**src/rtl/bus_transfer_controller.sv**
```systemverilog
// bus_transfer_controller
//   Sequences register-to-register moves over the shared bidirectional bus.
//   For each accepted request it drives one-hot ENABLE/RW/COUNT strobes
//   to NUM_REGS bus registers: a source drives the bus while a destination
//   latches it, optionally followed by a post-increment of the source.
//
//   Optional feature macro: BUS_TURNAROUND_EN
//     defined     : MOVE/MOVE_INC spend one dead-bus cycle (TURN) before XFER
//     not defined : IDLE goes straight to XFER
module bus_transfer_controller #(
    parameter int NUM_REGS  = 8,
    parameter int SEL_WIDTH = 3
) (
    input  logic                 clk_i,
    input  logic                 rst_ni,
    input  logic                 req_valid_i,
    output logic                 req_ready_o,
    input  logic [1:0]           req_op_i,
    input  logic [SEL_WIDTH-1:0] req_src_i,
    input  logic [SEL_WIDTH-1:0] req_dst_i,
    output logic [NUM_REGS-1:0]  reg_enable_o,
    output logic [NUM_REGS-1:0]  reg_rw_o,
    output logic [NUM_REGS-1:0]  reg_count_o,
    output logic                 busy_o,
    output logic                 done_o,
    output logic                 err_o
);

    localparam logic [1:0] OP_MOVE     = 2'b00;
    localparam logic [1:0] OP_MOVE_INC = 2'b01;
    localparam logic [1:0] OP_INC      = 2'b10;
    localparam logic [1:0] OP_RSVD     = 2'b11;

    localparam logic [NUM_REGS-1:0] ONE_HOT0 = NUM_REGS'(1);

`ifdef BUS_TURNAROUND_EN
    typedef enum logic [2:0] {
        S_IDLE = 3'd0,
        S_TURN = 3'd1,
        S_XFER = 3'd2,
        S_INC  = 3'd3,
        S_FIN  = 3'd4
    } state_e;
`else
    typedef enum logic [2:0] {
        S_IDLE = 3'd0,
        S_XFER = 3'd2,
        S_INC  = 3'd3,
        S_FIN  = 3'd4
    } state_e;
`endif

    state_e               state_q, state_d;
    logic [1:0]           op_q;
    logic [SEL_WIDTH-1:0] src_q;
    logic [SEL_WIDTH-1:0] dst_q;
    logic                 err_q;

    logic                 accept;
    logic                 src_oob;
    logic                 dst_oob;
    logic                 req_bad;
    logic [NUM_REGS-1:0]  src_oh;
    logic [NUM_REGS-1:0]  dst_oh;

    // Request legality: reserved op, out-of-range selects, or a move onto itself.
    always_comb begin
        src_oob = 32'(req_src_i) >= 32'(NUM_REGS);
        dst_oob = 32'(req_dst_i) >= 32'(NUM_REGS);
        req_bad = (req_op_i == OP_RSVD) || src_oob ||
                  ((req_op_i != OP_INC) && (dst_oob || (req_src_i == req_dst_i)));
    end

    assign accept = req_valid_i && req_ready_o;

    // One-hot selects come only from captured fields, so mid-operation changes
    // on the request port never reach the strobes.
    assign src_oh = ONE_HOT0 << src_q;
    assign dst_oh = ONE_HOT0 << dst_q;

    // State register; async reset aborts any transfer in progress.
    always_ff @(posedge clk_i or negedge rst_ni) begin
        if (!rst_ni) begin
            state_q <= S_IDLE;
        end else begin
            state_q <= state_d;
        end
    end

    // Capture the request fields and its verdict at the accept edge only.
    always_ff @(posedge clk_i or negedge rst_ni) begin
        if (!rst_ni) begin
            op_q  <= OP_MOVE;
            src_q <= '0;
            dst_q <= '0;
            err_q <= 1'b0;
        end else if (accept) begin
            op_q  <= req_op_i;
            src_q <= req_src_i;
            dst_q <= req_dst_i;
            err_q <= req_bad;
        end
    end

    // Next-state and output decode; outputs depend on registered state only.
    always_comb begin
        state_d      = state_q;
        req_ready_o  = 1'b0;
        reg_enable_o = '0;
        reg_rw_o     = '0;
        reg_count_o  = '0;
        busy_o       = 1'b1;
        done_o       = 1'b0;
        err_o        = 1'b0;

        unique case (state_q)
            S_IDLE: begin
                req_ready_o = 1'b1;
                busy_o      = 1'b0;
                if (req_valid_i) begin
                    if (req_bad) begin
                        state_d = S_FIN;
                    end else if (req_op_i == OP_INC) begin
                        state_d = S_INC;
                    end else begin
`ifdef BUS_TURNAROUND_EN
                        state_d = S_TURN;
`else
                        state_d = S_XFER;
`endif
                    end
                end
            end
`ifdef BUS_TURNAROUND_EN
            S_TURN: begin
                // Dead bus cycle: nobody drives, nobody latches.
                state_d = S_XFER;
            end
`endif
            S_XFER: begin
                // Source drives the bus, destination latches it at the edge.
                reg_enable_o = src_oh | dst_oh;
                reg_rw_o     = src_oh;
                state_d      = (op_q == OP_MOVE_INC) ? S_INC : S_FIN;
            end
            S_INC: begin
                // Counting requires RW=1 with ENABLE low so the source stays off the bus.
                reg_rw_o    = src_oh;
                reg_count_o = src_oh;
                state_d     = S_FIN;
            end
            S_FIN: begin
                done_o  = 1'b1;
                err_o   = err_q;
                state_d = S_IDLE;
            end
            default: begin
                state_d = S_IDLE;
            end
        endcase
    end

endmodule

```
**config.mk**
```make
export PLATFORM = sky130hd
export DESIGN_NAME = bus_transfer_controller
export DESIGN_NICKNAME = d
export VERILOG_FILES = /design/src/rtl/bus_transfer_controller.sv
export SDC_FILE = /design/constraint.sdc
export NUM_CORES = 1
export LEC_CHECK = 0
export BUFFER_PORTS_ARGS = -buffer_cell sky130_fd_sc_hd__buf_2
export CAP_MARGIN = 20
export CORE_MARGIN = 4
export CORE_UTILIZATION = 45
export DETAILED_ROUTE_END_ITERATION = 10
export PLACE_DENSITY = 0.8
export SETUP_SLACK_MARGIN = 0.2
export SLEW_MARGIN = 10
export SYNTH_ARGS = -nofsm -noshare
export SYNTH_HDL_FRONTEND = slang
export SYNTH_SLANG_ARGS = --single-unit
```
**constraint.sdc**
```tcl
create_clock -name clk_i -period 2.43 [get_ports clk_i]
set_clock_uncertainty 0.05 [all_clocks]
set_input_delay 0.243 -clock clk_i [delete_from_list [all_inputs] [get_ports clk_i]]
set_output_delay 0.243 -clock clk_i [all_outputs]
set_load 0.02 [all_outputs]
```
==> results.toml <==
[clocking]
path_clk_slew_ns = 0.07
clock-sinks = 12
cts_tree = "done"
cts_buffers = 3
postCtsSetupRepairBufs = 0
ctsResizeCount = 0
cts_max_path_buffers = 2
root_buffer = "clkbuf_4"
ctsHtreeMaxLevel = 1
clock_latency_ns = 0.26

[sta]
relSlewSlack = 0.801
drv_slew = 0
period_minus_slack_ns = 1.90
min_period_over_period = 0.784
fmax_ghz = 0.525
hold_viol = 0
setup_viol = 0
rsz0062_at_grt = "false"
setup_tns_ns = 0
tightest_slew_ns = 0.299
finalWorstSetupSlack_ns = 0.525

[yosys]
yosysUniqueCellTypes = 22
syn_avg_cell_area_sq_um = 8.89
yosys_warnings = 0
synth-seq-area-share = 0.388
synth_seq_cells = 12
synthCells = 87
async_flop_share = 1.00
synth_edf_count = 0
syn-cell-area_sq_um = 773
synth_nets = 98
ys.flop_type = "dfrtp_1"

[global_route]
grt_max_degree = 13
antenna_found_initial = 0
use_met2 = 0.275
grtUsageMet3 = 0.0392
use_met1 = 0.196
overflow = 0
grt-busiest-layer = "met2"
first_global_vias = 725
grt_pass1_wl_mm = 3.10
grtUsageTotal = 0.160

[floorplanning]
die_y_um = 49.5
die_area_sq_mm = 0.00245
die_w_um = 49.5
rows = 14
io_pins = 39
start_util = 0.496
core-area_sq_mm = 0.00156

[power]
ir_drop_v = 0.000635
p_leak_nw = 0.515
power.density_mw_per_mm2 = 1160

[finish]
layout_common_cells = "buf_2, nor2_1, dfrtp_1, a21oi_1"
final_nets = 140
final_common_cell = "buf_2"
antenna_cells = 0
drive_gt1_frac = 0.438
area_delta_synth_final_pct = 33.2

[setup_path]
crit_type = "reg2out"
cp-startpoint = "src_q[0]"
end_kind = "output port"
arrival_ns = 1.61
reg2reg_depth = 3
worstPathMaxFanout = 9
ff2ff_setup_slack_ns = 0.74
cp-start-kind = "flip-flop"
cp.required_ns = 2.14
r2r_end = "state_q[1]"
endpoint = "reg_enable_o[1]"
r2r_start = "state_q[2]"

[routing]
drt-vias-per-instance = 5.46
wire_per_inst_um = 13.1
totalWireLength_mm = 1.89
drc = 0
first_pass_iters = 4
drtIter0Drc = 9
num_vias = 786
final_antenna_net_count = 0

[min_path]
hold_class = "in2reg"
whs_path_depth = 2

[run]
maxCapViolCount = 0

[placement]
routabilityCongestion = 0.800
numPortBuffers = 38
hpwl_mm = 1.56
place_worst_setup_slack_ns = 0.753

[outcome]
status = "completed"
## worst max-delay path, cell delays in order, from the launching register on
cell	delay [ns]
dfrtp_1	0.47
or3b_2	0.52
a21oi_1	0.17
buf_2	0.19
## power breakdown
part           internal (mW)  switching [mW]
Sequential             0.295           0.149
Clock                 0.0909          0.0612
Combinational          0.274           0.328
Total                  0.660           0.538
## registers in the layout, indices dropped and copies added (netlist names)
signal,cells
op_q,2
err_q,1
state_q,3
dst_q,3
src_q,3
## cells in the mapped netlist (2+ instances only)
library cell	n	area share
mux2_2	8	0.12
or3b_2	4	0.045
nand3_1	2	0.013
buf_2	2	0.013
xor2_1	3	0.034
a21oi_1	9	0.058
nor2_1	19	0.092
nor3b_1	2	0.019
or3b_1	2	0.023
nand3b_1	8	0.078
dfrtp_1	12	0.39
or3_1	2	0.016
nand2_1	5	0.024
## how the worst min path moves through the flow
stage                 from       end  slack [ns]
2_1_floorplan       rst_ni  dst_q[0]       -0.10
3_3_place_gp        rst_ni     err_q        0.08
3_5_place_dp        rst_ni   op_q[1]        0.08
4_1_cts        req_op_i[0]   op_q[0]        0.18
5_1_grt        req_op_i[0]   op_q[0]        0.17
6_report       req_op_i[0]   op_q[0]        0.18
## layer usage
| metal | vias to the layer above | wire, um |
|---|---|---|
| met5 | - | 0 |
| met4 | 0 | 16 |
| met3 | 2 | 186 |
| met2 | 36 | 887 |
| met1 | 360 | 798 |
| li1 | 388 | - |
## through the flow
stage               cell area [sq um]  hold WS (ns)  utilization  instances  total power [mW]
finish                           1030         0.184        0.661        144              1.20
global route                     1030         0.172        0.661        144              1.30
CTS                              1030         0.178        0.661        144              1.21
detailed placement                983        0.0802        0.631        139              1.05
global placement                  983        0.0781        0.631        139              1.02
floorplan                         773        -0.103            -         87             0.862
## area by class of cell
class	count	area, sq um
fillers	123	529
multi-input cells	71	462
flip-flops and latches	12	300
repair buffers	40	208
clock buffers	4	36.3
well taps	16	20.0
inverters	1	3.75
## cells by family (layout without fill, tap and decap cells)
kind of cell           Yosys count  count (layout)  synth area share
buffers and inverters            4              45            0.0226
AO/OA/AOI/OAI                   12              12            0.0939
XOR/XNOR                         3               3            0.0340
multiplexers                     8               8             0.117
flip-flops                      12              12             0.388
AND/OR/NAND/NOR                 48              48             0.345
## timing repair
action | 4_1_cts | 5_1_grt
hold buffers | 1 | 0
hold endpoints to repair | 12 | 0
setup endpoints to repair | 0 | 0
Power figures use the tool's default switching activity.
